===== src/rtl/time_unit_counter.sv =====
// time_unit_counter: one cascadable field (second/minute/hour/day/month/year)
// of a time-of-day/calendar chain. Advances on the falling edge of the lower
// field's carry, wraps between MIN_VALUE and i_max, and accepts plus/minus
// modify steps when this field is selected.
// Optional feature macro: TIME_UNIT_AUTOREPEAT_EN (hold-to-repeat on buttons).
module time_unit_counter #(
  parameter int WIDTH         = 15,
  parameter int MIN_VALUE     = 0,
  parameter int FIELD_ID      = 1,
  parameter int REPEAT_DELAY  = 500,
  parameter int REPEAT_PERIOD = 100
) (
  input  logic             i_clk_0_001s,
  input  logic             i_rst_n,
  input  logic [4:0]       i_state,
  input  logic             i_modify,
  input  logic             i_plus,
  input  logic             i_minus,
  input  logic             i_enable,
  input  logic [WIDTH-1:0] i_max,
  output logic [WIDTH-1:0] o_value,
  output logic             o_carry
);

  localparam logic [WIDTH-1:0] MIN_V = WIDTH'(MIN_VALUE);

  logic             enable_q, plus_q, minus_q;
  logic             enable_fall, plus_fall, minus_fall;
  logic             selected;
  logic             up_evt, down_evt;
  logic [WIDTH-1:0] value_next;
  logic             carry_next;

  assign selected = i_modify && (i_state == 5'(FIELD_ID));

  // Register each input once and flag falling edges (prev high, now low).
  always_ff @(posedge i_clk_0_001s or negedge i_rst_n) begin
    if (!i_rst_n) begin
      enable_q    <= 1'b0;
      plus_q      <= 1'b0;
      minus_q     <= 1'b0;
      enable_fall <= 1'b0;
      plus_fall   <= 1'b0;
      minus_fall  <= 1'b0;
    end else begin
      enable_q    <= i_enable;
      plus_q      <= i_plus;
      minus_q     <= i_minus;
      enable_fall <= enable_q & ~i_enable;
      plus_fall   <= plus_q & ~i_plus;
      minus_fall  <= minus_q & ~i_minus;
    end
  end

`ifdef TIME_UNIT_AUTOREPEAT_EN
  // Timer is sized for the larger of the two repeat intervals.
  localparam int RPT_MAX = (REPEAT_DELAY > REPEAT_PERIOD) ? REPEAT_DELAY : REPEAT_PERIOD;
  localparam int TW      = (RPT_MAX < 2) ? 1 : $clog2(RPT_MAX + 1);

  // Index 0 = plus button, index 1 = minus button.
  logic [1:0]    btn_raw, btn_fall;
  logic [1:0]    holding, fired, rep_flag;
  logic [TW-1:0] rpt_timer [2];

  assign btn_raw  = {i_minus, i_plus};
  assign btn_fall = {minus_fall, plus_fall};

  // Per-button hold timer: down-counter that fires a repeat step when it
  // reaches terminal count, first after REPEAT_DELAY held cycles and then
  // every REPEAT_PERIOD cycles. 'fired' remembers that a repeat happened so
  // the release edge does not add one more step.
  always_ff @(posedge i_clk_0_001s or negedge i_rst_n) begin
    if (!i_rst_n) begin
      holding  <= '0;
      fired    <= '0;
      rep_flag <= '0;
      for (int b = 0; b < 2; b++) rpt_timer[b] <= '0;
    end else begin
      for (int b = 0; b < 2; b++) begin
        if (!selected) begin
          holding[b]   <= 1'b0;
          fired[b]     <= 1'b0;
          rep_flag[b]  <= 1'b0;
          rpt_timer[b] <= '0;
        end else if (btn_raw[b]) begin
          holding[b] <= 1'b1;
          if (!holding[b]) begin
            if (REPEAT_DELAY <= 1) begin
              rep_flag[b]  <= 1'b1;
              fired[b]     <= 1'b1;
              rpt_timer[b] <= TW'(REPEAT_PERIOD);
            end else begin
              rep_flag[b]  <= 1'b0;
              rpt_timer[b] <= TW'(REPEAT_DELAY - 1);
              if (btn_fall[b]) fired[b] <= 1'b0;
            end
          end else if (rpt_timer[b] <= TW'(1)) begin
            rep_flag[b]  <= 1'b1;
            fired[b]     <= 1'b1;
            rpt_timer[b] <= TW'(REPEAT_PERIOD);
          end else begin
            rep_flag[b]  <= 1'b0;
            rpt_timer[b] <= rpt_timer[b] - TW'(1);
          end
        end else begin
          holding[b]   <= 1'b0;
          rep_flag[b]  <= 1'b0;
          rpt_timer[b] <= '0;
          if (btn_fall[b]) fired[b] <= 1'b0;
        end
      end
    end
  end

  assign up_evt   = selected && ((plus_fall && !fired[0]) || rep_flag[0]);
  assign down_evt = selected && ((minus_fall && !fired[1]) || rep_flag[1]);
`else
  assign up_evt   = selected && plus_fall;
  assign down_evt = selected && minus_fall;
`endif

  // Next count: carry-in step beats modify; simultaneous plus/minus holds;
  // otherwise pull an out-of-range value down to the new maximum.
  always_comb begin
    value_next = o_value;
    carry_next = 1'b0;
    if (enable_fall) begin
      if (o_value >= i_max) begin
        value_next = MIN_V;
        carry_next = 1'b1;
      end else begin
        value_next = o_value + WIDTH'(1);
      end
    end else if (up_evt && !down_evt) begin
      value_next = (o_value >= i_max) ? MIN_V : o_value + WIDTH'(1);
    end else if (down_evt && !up_evt) begin
      value_next = (o_value <= MIN_V || o_value > i_max) ? i_max : o_value - WIDTH'(1);
    end else if (o_value > i_max) begin
      value_next = i_max;
    end
  end

  // Count and carry-out registers.
  always_ff @(posedge i_clk_0_001s or negedge i_rst_n) begin
    if (!i_rst_n) begin
      o_value <= MIN_V;
      o_carry <= 1'b0;
    end else begin
      o_value <= value_next;
      o_carry <= carry_next;
    end
  end

endmodule


===== config.mk =====
export PLATFORM = sky130hd
export DESIGN_NAME = time_unit_counter
export DESIGN_NICKNAME = d
export VERILOG_FILES = /design/src/rtl/time_unit_counter.sv
export SDC_FILE = /design/constraint.sdc
export NUM_CORES = 1
export LEC_CHECK = 0
export CAP_MARGIN = 25
export CORE_AREA = 2 2 66 68
export CTS_CLUSTER_DIAMETER = 40
export DETAILED_ROUTE_END_ITERATION = 16
export DIE_AREA = 0 0 68 70
export PLACE_DENSITY_LB_ADDON = 0.15
export SLEW_MARGIN = 10
export SYNTH_ARGS = -nofsm -noshare
export SYNTH_HDL_FRONTEND = slang
export SYNTH_SLANG_ARGS = --single-unit

===== constraint.sdc =====
create_clock -name i_clk_0_001s -period 2.91 [get_ports i_clk_0_001s]
set_input_delay 0.582 -clock i_clk_0_001s [delete_from_list [all_inputs] [get_ports i_clk_0_001s]]
set_output_delay 0.582 -clock i_clk_0_001s [all_outputs]
set_load 0.005 [all_outputs]

Word level (Yosys, flattened, before mapping)

Index checks and enable logic that the tools add are counted.

Add/subtract/negate cells: 2
Order comparisons: 3
Equal/unequal tests: 1
Muxes and demuxes: 8
Bitwise gates (word level): 6
Reductions and logical operators: 9

Operators by type and width:

| cell                  | number |
|---|---|
| $mux 15               | 6 |
| $add 15x1->15 const B | 1 |
| $ge 15x15->1          | 1 |
| $gt 15x15->1          | 1 |
| $le 15x1->1 const B   | 1 |
| $sub 15x1->15 const B | 1 |
| $eq 5x1->1 const B    | 1 |
| $logic_and 1x1->1     | 5 |
| $reduce_bool 4->1     | 1 |
| $and 1x1->1           | 3 |
| $not 1->1             | 3 |
| $logic_not 1->1       | 2 |
| $mux 1                | 2 |
| $logic_or 1x1->1      | 1 |

Bits in registers: 22
Output and inout bits: 16

Logic depth before layout (Yosys ltp)

Word-level depth: 8
Depth in mapped cells: 11
Gate-level depth less buffers: 9

Worst setup path after synthesis

Ideal clock, no wire load.

Path kind: input -> register
From: input i_max[13]
To: register o_value[10]
Arrival time: 2,420 ps
Required time: 2,782 ps
Setup slack: 362 ps
Stages: 10
Cell sequence: inv_1 ha_1 a21oi_1 nand2_1 a221oi_1 a21o_1 clkbuf_1 a21oi_4 a222oi_1 nor2_1

Word-level cells in the longest chain between the ends: 6
Elaborated cells between the ends (all ways): 9

RTL lines:

| what                 | line     | text |
|---|---|---|
| from (decl)          | 20       | `input logic [WIDTH-1:0] i_max,` |
| $gt 15x15->1         | 137, 138 |  |
| $logic_or 1x1->1     | 137      | `value_next = (o_value <= MIN_V \|\| o_value > i_max) ? i_max : o_value - WIDTH'(1);` |
| $mux 15              | 137      |  |
| $mux 15              | 136      | `end else if (down_evt && !up_evt) begin` |
| $mux 15              | 134      | `end else if (up_evt && !down_evt) begin` |
| $mux 15              | 127      | `if (enable_fall) begin` |
| to (signal assigned) | 149      | `o_value <= value_next;` |
| to (decl)            | 21       | `output logic [WIDTH-1:0] o_value,` |

Several ways; a longest one is shown, not always the timed one.
A chain may end at the register's enable or synchronous reset.

Worst setup path in the final report

From: input i_max[2]
To: register o_value[2]

The elaborated chain is that of the path after synthesis.

==> run metrics <==
Crit path depth 10; DR pass1 iterations 5; VDD IR max 0.444 mV; CORE AREA 0.00414 mm2; fmax 0.367 GHz; Leak Pwr 0.00121 uW; clk root buf clkbuf_8; Overflow after GRT 0; critical path type in -> reg; Yosys reg bits 22; pin count of the biggest net entering global routing 23; CP cell instances clkdlybuf4s50_1, inv_1, ha_1, a21oi_1, a21oi_1, o21ai_0, a21oi_1, nor2_4, a22oi_1, a21oi_1; # diodes 0; share of layout cells above drive strength 1 0.152; gr usage total 0.243; Reg-to-Reg End o_value[13]$_DFFE_PN0P_; die area 0.00476 mm2; clock-pin slew on the worst setup and hold paths 0.09 ns; Final setup viols 0; synthesized area per cell 8.17 um2; initial antenna violation count 0; CP startpoint kind input pin; Slew HR 0.711; final critical-path required period 2.72 ns; gpl congestion 0.945; Worst EP required 3.12 ns; Seq/Total Area, Yosys 0.275; Iteration-0 DRC Markers 185; Initial Utilization 0.483; Synth Instances 245; Max stage delay on crit path 0.47 ns; Sink Count 22; Routed Antenna Nets 0; Area Overhead vs Synth 37.1%; drt total wl 5.54 mm; worst hold slack 0.471 ns; vias in the first global route 1886; crit path capture type flip-flop; YS warnings 0; IO buf count 41; critical path endpoint o_value[2]$_DFFE_PN0P_; Worst Reg-to-Reg Cells 7; CTS H-Tree Depth 1; # rows 24; I/O Pins 42; drt wl/cell 15.3 um; Cell Count, Final, Fillers Out 362; Hold Crit Class reg -> reg; reg-to-reg slack, setup 0.35 ns; NumNets Final 354; Max Cap Viol 0; CTS tree yes; hold buffer count at CTS 0; Num CTS Buffers 3; number of buffers and inverters on the critical path 2; Worst Path Max Fanout 10; CP top delay family compound AO/OA/AOI/OAI gates; status completed; Crit-path slowest cell clkdlybuf4s50_1; fin crit share 0.935; most used cell, CP a21oi_1; mapped cell area 0.00200 mm2; number of synthesized flops with an enable pin 0; commonest non-fill, non-tap cell in the layout clkdlybuf4s50_1; WP data arrival 2.93 ns; Horiz. Die Dim 68 um; Worst-Skew Late Latency 0.27 ns; Final HPWL DP 4.17 mm; Die Ht 70 um; CP Launch Point i_max[2]; clk buf depth 2; endpoints failing hold 0; max-slew violation count 0; Most used DFF post-synth dfrtp_1; Via Count 2028; Netlist cell types 47; Synth Net Count 288; Pwr Density 886 mW/mm2; start of the worst register-to-register path o_value[9]$_DFFE_PN0P_; asr flop ratio synth 1.00; RSZ-0062 raised after global routing no; placed cell count 357; commonest cells after routing, fill and taps aside 41 x clkdlybuf4s50_1, 32 x buf_4, 24 x nor2_1, 22 x dfrtp_1; first-pass GRT wire length 8.87 mm; Slew @ Worst Pin 0.430 ns; DRC Markers 0; vias per std cell 5.60; Final Skew 0.00594 ns
final cells by class:
cell class              count  area (um2)
fillers                   372        1400
multi-input cells         192        1340
repair buffers             73         651
flip-flops and latches     22         551
inverters                  19        71.3
well taps                  52        65.1
clock buffers               3        41.3
clock inverters             1        30.0
sequential cells by signal, summed over array words and instances, names as in the netlist:
register	flops
o_carry	1
plus_q	1
minus_fall	1
o_value	15
enable_fall	1
minus_q	1
plus_fall	1
enable_q	1
what timing repair did:
item,CTS,global route
setup buffers,0,0
gates resized for setup,0,2
setup endpoints to repair,0,10
endpoints found under the hold margin,0,0
worst min-delay path by stage:
stage,start,end,slack [ns],cells after the start
final,plus_q$_DFF_PN0_,plus_fall$_DFF_PN0_,0.47,1
after global routing,plus_q$_DFF_PN0_,plus_fall$_DFF_PN0_,0.51,1
after CTS,minus_q$_DFF_PN0_,minus_fall$_DFF_PN0_,0.48,1
after detailed placement,minus_q$_DFF_PN0_,minus_fall$_DFF_PN0_,0.46,1
after global placement,plus_q$_DFF_PN0_,plus_fall$_DFF_PN0_,0.45,1
after floorplan,i_rst_n,enable_fall$_DFF_PN0_,0.29,0
cell usage after synthesis (2+ instances only):
| master | n | area (um2) |
|---|---|---|
| nand2_1 | 19 | 71.3 |
| nand3b_1 | 5 | 37.5 |
| and4_1 | 2 | 17.5 |
| nand2b_1 | 4 | 25.0 |
| nor2b_1 | 4 | 25.0 |
| inv_1 | 19 | 71.3 |
| nand3_1 | 6 | 30.0 |
| buf_6 | 2 | 22.5 |
| xor2_1 | 10 | 87.6 |
| xnor2_1 | 14 | 123 |
| nand4_1 | 5 | 31.3 |
| ha_1 | 17 | 213 |
| a21oi_1 | 17 | 85.1 |
| a222oi_1 | 4 | 40.0 |
| nor4_1 | 3 | 18.8 |
| o21ai_0 | 15 | 75.1 |
| a22oi_1 | 9 | 67.6 |
| nor2_1 | 24 | 90.1 |
| nor3_1 | 5 | 25.0 |
| dfrtp_1 | 22 | 551 |
| clkbuf_1 | 9 | 33.8 |
| and2_1 | 2 | 12.5 |
| and3_1 | 4 | 25.0 |
per-layer routing:
metal / vias to the layer above / wire, um / global-route usage
met1: 943 / 2430 / 0.325
met4: 0 / 125 / 0.0911
met3: 13 / 315 / 0.0193
met5: - / 0 / 0
met2: 68 / 2670 / 0.402
li1: 1004 / - / -
power by group:
| group | leakage, uW | internal, uW | switching, uW |
|---|---|---|---|
| clock | 0.0000357 | 184 | 118 |
| sequential | 0.000261 | 420 | 208 |
| combinational | 0.000917 | 794 | 707 |
metrics by stage:
step | setup WS, ns | power (uW) | setup TNS [ns] | utilization | area (um2)
2_1_floorplan | 0.362 | 1450 | 0 | - | 2000
3_3_place_gp | -0.196 | 2070 | -2.27 | 0.640 | 2650
3_5_place_dp | -0.201 | 2100 | -2.47 | 0.640 | 2650
4_1_cts | 0.0672 | 2410 | 0 | 0.657 | 2720
5_1_grt | 0.0209 | 2620 | 0 | 0.662 | 2740
6_report | 0.188 | 2430 | 0 | 0.662 | 2740
cell families (layout without fill, tap and decap cells):
| logic type | count (synthesis) | count (layout) | share of synthesized area |
|---|---|---|---|
| AO/OA/AOI/OAI | 58 | 59 | 0.201 |
| XOR/XNOR | 24 | 24 | 0.105 |
| adder cells (fa/ha/maj) | 17 | 17 | 0.106 |
| buffers and inverters | 32 | 96 | 0.0682 |
| flip-flops | 22 | 22 | 0.275 |
| multiplexers | 1 | 1 | 0.00500 |
| AND/OR/NAND/NOR | 91 | 91 | 0.240 |
Power figures use the tool's default switching activity.
